`src/rtl/reg_writeback_arbiter.sv`:
```
// Writer-side front end for the integer register file.
// Merges single-cycle ALU results and buffered LSU results into one write port.
// ALU results win arbitration unless the LSU FIFO has waited MAX_WAIT cycles.
// A combinational busy lookup reports registers with writes still in flight.
module reg_writeback_arbiter #(
  parameter int REG_DATA_WIDTH_POW = 6,
  parameter int REG_MEM_DEPTH_POW  = 5,
  parameter int FIFO_DEPTH_POW     = 2,
  parameter int MAX_WAIT           = 4
) (
  input  logic                                clk_in,
  input  logic                                reset,
  input  logic                                alu_valid,
  output logic                                alu_ready,
  input  logic [REG_MEM_DEPTH_POW-1:0]        alu_rd,
  input  logic [(1<<REG_DATA_WIDTH_POW)-1:0]  alu_data,
  input  logic                                lsu_valid,
  output logic                                lsu_ready,
  input  logic [REG_MEM_DEPTH_POW-1:0]        lsu_rd,
  input  logic [(1<<REG_DATA_WIDTH_POW)-1:0]  lsu_data,
  output logic [REG_MEM_DEPTH_POW-1:0]        rd_out,
  output logic [(1<<REG_DATA_WIDTH_POW)-1:0]  data_write_out,
  output logic                                write_en_out,
  input  logic [REG_MEM_DEPTH_POW-1:0]        chk_rs1,
  input  logic [REG_MEM_DEPTH_POW-1:0]        chk_rs2,
  output logic                                busy1,
  output logic                                busy2,
  output logic [FIFO_DEPTH_POW:0]             fifo_count
);

  localparam int DATA_W = 1 << REG_DATA_WIDTH_POW;
  localparam int DEPTH  = 1 << FIFO_DEPTH_POW;
  localparam int WAIT_W = (MAX_WAIT < 1) ? 1 : $clog2(MAX_WAIT + 1);

  localparam logic [FIFO_DEPTH_POW:0]   CNT_FULL = (FIFO_DEPTH_POW+1)'(DEPTH);
  localparam logic [FIFO_DEPTH_POW:0]   CNT_ONE  = (FIFO_DEPTH_POW+1)'(1);
  localparam logic [FIFO_DEPTH_POW-1:0] PTR_ONE  = FIFO_DEPTH_POW'(1);
  localparam logic [WAIT_W-1:0]         WAIT_MAX = WAIT_W'(MAX_WAIT);
  localparam logic [WAIT_W-1:0]         WAIT_ONE = WAIT_W'(1);

  // LSU result storage; data words carry no reset, only pointers and count do
  logic [REG_MEM_DEPTH_POW-1:0] fifo_rd   [DEPTH];
  logic [DATA_W-1:0]            fifo_data [DEPTH];
  logic [FIFO_DEPTH_POW-1:0]    head;
  logic [FIFO_DEPTH_POW-1:0]    tail;
  logic [WAIT_W-1:0]            wait_cnt;

  // Arbitration stage (p0) signals
  logic                         force_fifo;
  logic                         alu_grant;
  logic                         fifo_grant;
  logic                         push;
  logic                         vld_p0;
  logic [REG_MEM_DEPTH_POW-1:0] grant_rd_p0;
  logic [DATA_W-1:0]            grant_data_p0;

  // Busy lookup helpers
  logic [FIFO_DEPTH_POW-1:0]    offs;
  logic                         hit1;
  logic                         hit2;

  // ---- stage p0: arbitration between ALU and FIFO head ----

  // Decide who owns the write port this cycle and what gets pushed
  always_comb begin
    force_fifo    = (fifo_count != '0) && (wait_cnt == WAIT_MAX);
    alu_ready     = !reset && !force_fifo;
    lsu_ready     = !reset && (fifo_count != CNT_FULL);
    alu_grant     = alu_valid && alu_ready;
    fifo_grant    = !reset && !alu_grant && (fifo_count != '0);
    push          = lsu_valid && lsu_ready && (lsu_rd != '0);
    vld_p0        = alu_grant || fifo_grant;
    grant_rd_p0   = alu_rd;
    grant_data_p0 = alu_data;
    if (!alu_grant) begin
      grant_rd_p0   = fifo_rd[head];
      grant_data_p0 = fifo_data[head];
    end
  end

  // Scan valid FIFO slots for the two queried registers
  always_comb begin
    offs = '0;
    hit1 = 1'b0;
    hit2 = 1'b0;
    for (int i = 0; i < DEPTH; i++) begin
      offs = FIFO_DEPTH_POW'(i) - head;
      if ({1'b0, offs} < fifo_count) begin
        if (fifo_rd[i] == chk_rs1) hit1 = 1'b1;
        if (fifo_rd[i] == chk_rs2) hit2 = 1'b1;
      end
    end
    busy1 = (chk_rs1 != '0) && (hit1 || (write_en_out && (rd_out == chk_rs1)));
    busy2 = (chk_rs2 != '0) && (hit2 || (write_en_out && (rd_out == chk_rs2)));
  end

  // FIFO pointers and occupancy; simultaneous push and pop keep the count
  always_ff @(posedge clk_in) begin
    if (reset) begin
      head       <= '0;
      tail       <= '0;
      fifo_count <= '0;
    end else begin
      if (push)       tail <= tail + PTR_ONE;
      if (fifo_grant) head <= head + PTR_ONE;
      case ({push, fifo_grant})
        2'b10:   fifo_count <= fifo_count + CNT_ONE;
        2'b01:   fifo_count <= fifo_count - CNT_ONE;
        default: fifo_count <= fifo_count;
      endcase
    end
  end

  // Write the accepted LSU result at the tail slot
  always_ff @(posedge clk_in) begin
    if (push) begin
      fifo_rd[tail]   <= lsu_rd;
      fifo_data[tail] <= lsu_data;
    end
  end

  // Anti-starvation counter: counts cycles a non-empty FIFO is passed over
  always_ff @(posedge clk_in) begin
    if (reset) begin
      wait_cnt <= '0;
    end else if ((fifo_count == '0) || fifo_grant) begin
      wait_cnt <= '0;
    end else if (wait_cnt != WAIT_MAX) begin
      wait_cnt <= wait_cnt + WAIT_ONE;
    end
  end

  // ---- stage p1: registered write port to the register file ----

  // Latch the granted write; x0 destinations are consumed without a write
  always_ff @(posedge clk_in) begin
    if (reset) begin
      rd_out         <= '0;
      data_write_out <= '0;
      write_en_out   <= 1'b0;
    end else if (vld_p0) begin
      rd_out         <= grant_rd_p0;
      data_write_out <= grant_data_p0;
      write_en_out   <= (grant_rd_p0 != '0);
    end else begin
      write_en_out   <= 1'b0;
    end
  end

endmodule

```
`config.mk`:
```
export PLATFORM = sky130hd
export DESIGN_NAME = reg_writeback_arbiter
export DESIGN_NICKNAME = d
export VERILOG_FILES = /design/src/rtl/reg_writeback_arbiter.sv
export SDC_FILE = /design/constraint.sdc
export NUM_CORES = 1
export LEC_CHECK = 0
export CORE_MARGIN = 2
export CORE_UTILIZATION = 49
export DETAILED_ROUTE_END_ITERATION = 16
export PLACE_DENSITY_LB_ADDON = 0.1
export SYNTH_ARGS = -nofsm -noshare
export SYNTH_HDL_FRONTEND = slang
export SYNTH_SLANG_ARGS = --single-unit
```
`constraint.sdc`:
```
create_clock -name clk_in -period 3.1 [get_ports clk_in]
set_input_delay 0.31 -clock clk_in [delete_from_list [all_inputs] [get_ports clk_in]]
set_output_delay 0.31 -clock clk_in [all_outputs]
set_load 0.02 [all_outputs]
```
## Yosys cells after proc, flatten, opt, wreduce, memory -nomap -nowiden

Memories as Yosys holds them, arrays and structs flattened. A register that Yosys moved wholly into a read port is not among the register bits.
Index checks and enable logic that the tools add are counted.

- Flip-flop bits (word level): 80
- Word-level logic and storage cells: 91
- Output and inout port bits: 77
- Memories kept: 2
- Bits in writable memories: 276

- Order comparisons: 4
- Bitwise gates (word level): 1
- Mux-type cells: 25
- Add/subtract/negate cells: 9
- Eq/ne operators: 15
- Reduce and logical (&&, ||, !) cells: 28

Memories:

| memory | words | width | read ports | clocked after memory_dff | write ports | RTL line | RTL |
|---|---|---|---|---|---|---|---|
| fifo_data | 4 | 64 | 1 | 1 | 1 | 43 | `logic [DATA_W-1:0] fifo_data [DEPTH];` |
| fifo_rd | 4 | 5 | 5 | 1 | 1 | 42 | `logic [REG_MEM_DEPTH_POW-1:0] fifo_rd [DEPTH];` |

Operators with widths:

| kind | count |
|---|---|
| two-way mux 64 bit | 1 |
| == test 5 bit | 10 |
| nonzero test 5 bit | 4 |
| two-way mux 1 bit | 18 |
| logical AND 1 bit | 12 |
| less-than comparator 2 x 3 -> 1 bit | 4 |
| two-way mux 2 bit | 4 |
| adder 3 x 1 -> 3 bit, second input constant | 2 |
| != test 3 bit, second input constant | 2 |
| case mux 3 bit (2 select lines) | 1 |
| two-way mux 5 bit | 1 |
| adder 2 x 1 -> 2 bit, second input constant | 2 |
| logical OR 1 bit | 4 |
| OR reduction 2 bit | 2 |
| subtractor 1 x 2 -> 2 bit, first input constant | 2 |
| subtractor 2 bit, first input constant | 2 |
| == test 3 bit, second input constant | 1 |
| zero test 1 bit | 3 |
| zero test 3 bit | 1 |
| nonzero test 3 bit | 1 |
| subtractor 3 x 1 -> 3 bit, second input constant | 1 |
| == test 2 x 1 -> 1 bit, second input constant | 1 |
| == test 2 bit, second input constant | 1 |
| nonzero test 2 bit | 1 |
| inverter 1 bit | 1 |

## Longest topological paths before layout

- Depth after elaboration: 11
- Depth in mapped cells: 14
- Gate-level depth less buffers: 12

## Worst setup path before layout

Ideal clock, no wire load.

- Path type: register -> register
- From: register fifo_count[0]
- To: memory fifo_data[0][0] (netlist bit) (enable)
- Data required time: 2.665 ns
- Setup time: 0.435 ns
- Path slack: -0.517 ns
- Cell stages (with the launch flop): 5
- Period minus slack after synthesis: 3.617 ns
- Arrival: 3.183 ns
- Cells stage by stage: dfxtp_1 > inv_1 > a31oi_1 > o311a_1 > and2_1

- Cells in the longest elaborated chain, start to end: 6

Ends and longest elaborated chain:

| what | RTL line | RTL |
|---|---|---|
| from (decl) | 28 | `output logic [FIFO_DEPTH_POW:0] fifo_count` |
| from (signal assigned) | 107 | `2'b10: fifo_count <= fifo_count + CNT_ONE;` |
| from (signal assigned) | 108 | `2'b01: fifo_count <= fifo_count - CNT_ONE;` |
| from (signal assigned) | 109 | `default: fifo_count <= fifo_count;` |
| != test 3 bit | 68 | `lsu_ready = !reset && (fifo_count != CNT_FULL);` |
| logical AND 1 bit | 68 |  |
| net lsu_ready | 18 | `output logic lsu_ready,` |
| logical AND 1 bit (2 in a row) | 71 | `push = lsu_valid && lsu_ready && (lsu_rd != '0);` |
| two-way mux 1 bit | 116 | `if (push) begin` |
| two-way mux 1 bit (not written as such) | 118 | `fifo_data[tail] <= lsu_data;` |
| to (decl) | 43 |  |

The timed path passes the listed nets, and every way through them passes these cells.

## Final worst setup path

- From: register fifo_count[1]
- To: output port busy1

- Cells in the longest elaborated chain, start to end: 10
- Elaborated cells between the ends (all ways): 13

Ends and longest elaborated chain:

| what | RTL line | RTL |
|---|---|---|
| less-than comparator 2 x 3 -> 1 bit | 88 | `if ({1'b0, offs} < fifo_count) begin` |
| two-way mux 1 bit | 88 |  |
| two-way mux 1 bit | 89 | `if (fifo_rd[i] == chk_rs1) hit1 = 1'b1;` |
| two-way mux 1 bit | 88 |  |
| two-way mux 1 bit | 89 |  |
| two-way mux 1 bit | 88 |  |
| two-way mux 1 bit | 89 |  |
| two-way mux 1 bit * | 88 |  |
| logical OR 1 bit * | 93 | `busy1 = (chk_rs1 != '0) && (hit1 \|\| (write_en_out && (rd_out == chk_rs1)));` |
| logical AND 1 bit * | 93 |  |
| to (decl) | 26 | `output logic busy1,` |

Every way passes the cells marked *; elsewhere a longest branch is shown, timed or not.

==> results_dict.tcl <==
set metrics [dict create \
    multi_input_area_sq_um 4379 \
    cpPeakStageDelay_ns 0.39 \
    initial_core_util_pct 49.57 \
    worstMarginPinSlew_ns 0.9059 \
    arrival_ns 2.58 \
    grtUsageTotal_pct 20.33 \
    yosysWarnings 0 \
    ys_seq_elements 358 \
    holdPathStages 3 \
    route.detailed.wl_per_inst_um 21.01 \
    r2r_start "fifo_count[0]" \
    yosysMostFrequentCell "edfxtp_1" \
    cts_tree "yes" \
    leakagePower_nw 6.350 \
    r2r_slack_ns 0.54 \
    drc 0 \
    synth_nets 1008 \
    vdd_drop_max_mv 0.4304 \
    cts_hold_buf 0 \
    clkTransAtPathRegs_ns 0.06 \
    yosysSeqAreaShare_pct 67.77 \
    start_kind "flip-flop" \
    crit_path_end_kind "primary output" \
    max_freq_mhz 345.4 \
    maxSlewViolCount 0 \
    first_global_vias 8407 \
    dp_hpwl_mm 20.05 \
    regArea_sq_um 9937 \
    synth_area_leader_cell "edfxtp_1" \
    core_area_sq_um 29560 \
    grt_max_degree 60 \
    final.period_utilization_pct 93.38 \
    cts_root_buf "clkbuf_16" \
    n_fill_cell 2220 \
    syn-cell-area_sq_um 14650 \
    synthFlopType "edfxtp_1" \
    min_period_ns 2.895 \
    gp_congestion 0.8756 \
    outcome "complete, no violations" \
    hold_violations 0 \
    slew_headroom_pct 39.61 \
    rsz0062_at_grt "no" \
    synth_top_cells_by_count "edfxtp_1 (276), dfxtp_1 (82), mux2i_1 (70)" \
    maxCapViolations 0 \
    drive_above_1_share_pct 17.84 \
    vias 8125 \
    setup_violations 0 \
    drt-initial-drc-count 459 \
    htree_levels 2 \
    r2r_cells 6 \
    grt_pass1_wl_mm 48.32 \
    clockBufferDepth 3 \
    core.rowCount 63 \
    critPathBufInv 3 \
    area_growth_pct 26.87 \
    avgSynthCellArea_sq_um 17.36 \
    path_class "flip-flop to primary output" \
    whs_ns 0.3262 \
    die_w_um 176.9 \
    drt-total-wl_mm 31.46 \
    worst_path_max_delay_cell "dfxtp_1" \
    hold_start "reset" \
    hp-class "input pin to flip-flop" \
    synthArstFlopShare_pct 0 \
    clock-sinks 358 \
    die_area_sq_um 31300 \
    path_cells "inv_1 -> ha_1 -> a21boi_0 -> o21bai_1 -> buf_4 -> nand4_1 -> o211ai_1 -> o22a_1 -> dlygate4sd2_1" \
    cp_max_fo 6 \
    num_io_pins 229 \
    detail-route-antenna-nets 0 \
    fin_util_pct 62.89 \
    nNetsFinal 1239 \
    synth.top_cells.by_area "edfxtp_1 (57%), dfxtp_1 (11%), mux4_2 (11%)" \
    power_density_nw_per_um2 714.7 \
    die-height_um 176.9 \
    ys_types 45 \
    worstPathRequired_ns 2.79 \
    vias_per_cell 5.428 \
    clk_latency_ns 0.51 \
    synth_top_area_share_pct 56.57 \
    numCtsBuffers 38 \
    firstDrtPassIters 4 \
    r2r-end "fifo_data[3][21]" \
    finClkSkew_ns 0.01811 \
    grt_antenna_before_repair 3 \
    syn-instance-count 844 \
    overflow 0 \
    critPathTopFamily "compound AO/OA/AOI/OAI gates" \
    fin_setup_tns_ns 0 \
    synth_edf_count 276 \
    io_buffers 228 \
]
what timing repair did:
item / 4_1_cts / 5_1_grt
resized for setup: 2 / 0
endpoints found under the setup margin: 2 / 0
setup buffers: 1 / 0
endpoints found under the hold margin: 0 / 0
kinds of logic after synthesis:
| group | Yosys count | synth area share (%) |
|---|---|---|
| flops | 358 | 67.77 |
| mux | 139 | 15.39 |
| simple gates | 116 | 4.236 |
| compound gates | 94 | 5.662 |
| buf+inv | 69 | 2.519 |
| xor+xnor | 56 | 3.348 |
| fa+ha+maj | 12 | 1.076 |
worst min-delay path: stages:
cell	delay [ns]
buf_4	0.12
buf_4	0.23
nor2_1	0.12
power breakdown:
part	internal, W	leakage, nW	total (W)	switching, W
Combinational	0.00157	2.56	0.00313	0.00156
Clock	0.00262	0.601	0.00439	0.00177
Sequential	0.00553	3.18	0.00576	0.000230
Total	0.00973	6.35	0.0133	0.00356
layer usage:
metal	routed length, um	vias to the layer above	part of all wire [%]	global-route usage (%)
li1	-	3780	-	-
met1	13660	4092	43	27.07
met2	15480	201	49	34.29
met3	1590	52	5.1	3.823
met4	726	0	2.3	5.957
met5	0	-	0	0
cells in the final DEF, fill, tap and decap left out, types with 6 or more instances in the layout:
master             n
dfxtp_1           80
nand3b_1          26
clkbuf_16         39
nand2_1            6
clkdlybuf4s50_1  225
mux2i_1           70
clkbuf_1           9
buf_12             6
edfxtp_1         276
ha_1              11
buf_4             17
o21ai_0           10
xor2_1            27
o21ai_1           17
clkbuf_8           6
xnor2_1           29
mux4_2            69
clkinv_2           6
inv_1             10
nor2_1            53
a211oi_2          40
flip-flops by register name, summed over array words and instances, names as in the netlist, named ones only:
name and count:
data_write_out 64, fifo_count 3, fifo_data 256, fifo_rd 20, head 2, rd_out 5
tail 2, wait_cnt 3, write_en_out 1
worst max path at each step:
stage                             start               to  slack [ns]  depth (start not counted)
after floorplan           fifo_count[0]  fifo_data[0][0]        0.23                          4
after global placement        lsu_rd[1]    fifo_count[2]        0.25                         10
after detailed placement      lsu_rd[1]    fifo_count[2]        0.18                         10
after CTS                 fifo_count[1]            busy1        0.16                          9
after global routing            head[0]            busy1        0.05                          8
final                     fifo_count[1]            busy1        0.21                          9
per-stage QoR:
step / cells / worst slack (ns) / total power [W] / instance area [sq um]
2_1_floorplan: 844 / 0.2345 / 0.007919 / 14660
3_5_place_dp: 1424 / 0.1808 / 0.009041 / 17350
6_report: 1497 / 0.2051 / 0.01329 / 18590
5_1_grt: 1495 / 0.05016 / 0.01387 / 18580
4_1_cts: 1494 / 0.1631 / 0.01346 / 18580
3_3_place_gp: 1424 / 0.2519 / 0.009012 / 17350
layout make-up:
type	count	area share, %
multi-input combinational	417	23.56
clock inverter	15	0.7000
timing repair buffer	250	13.54
clock buffer	54	5.876
tap	390	2.625
inverter	10	0.2019
antenna	3	0.04038
sequential	358	53.46
Power figures use the tool's default switching activity.
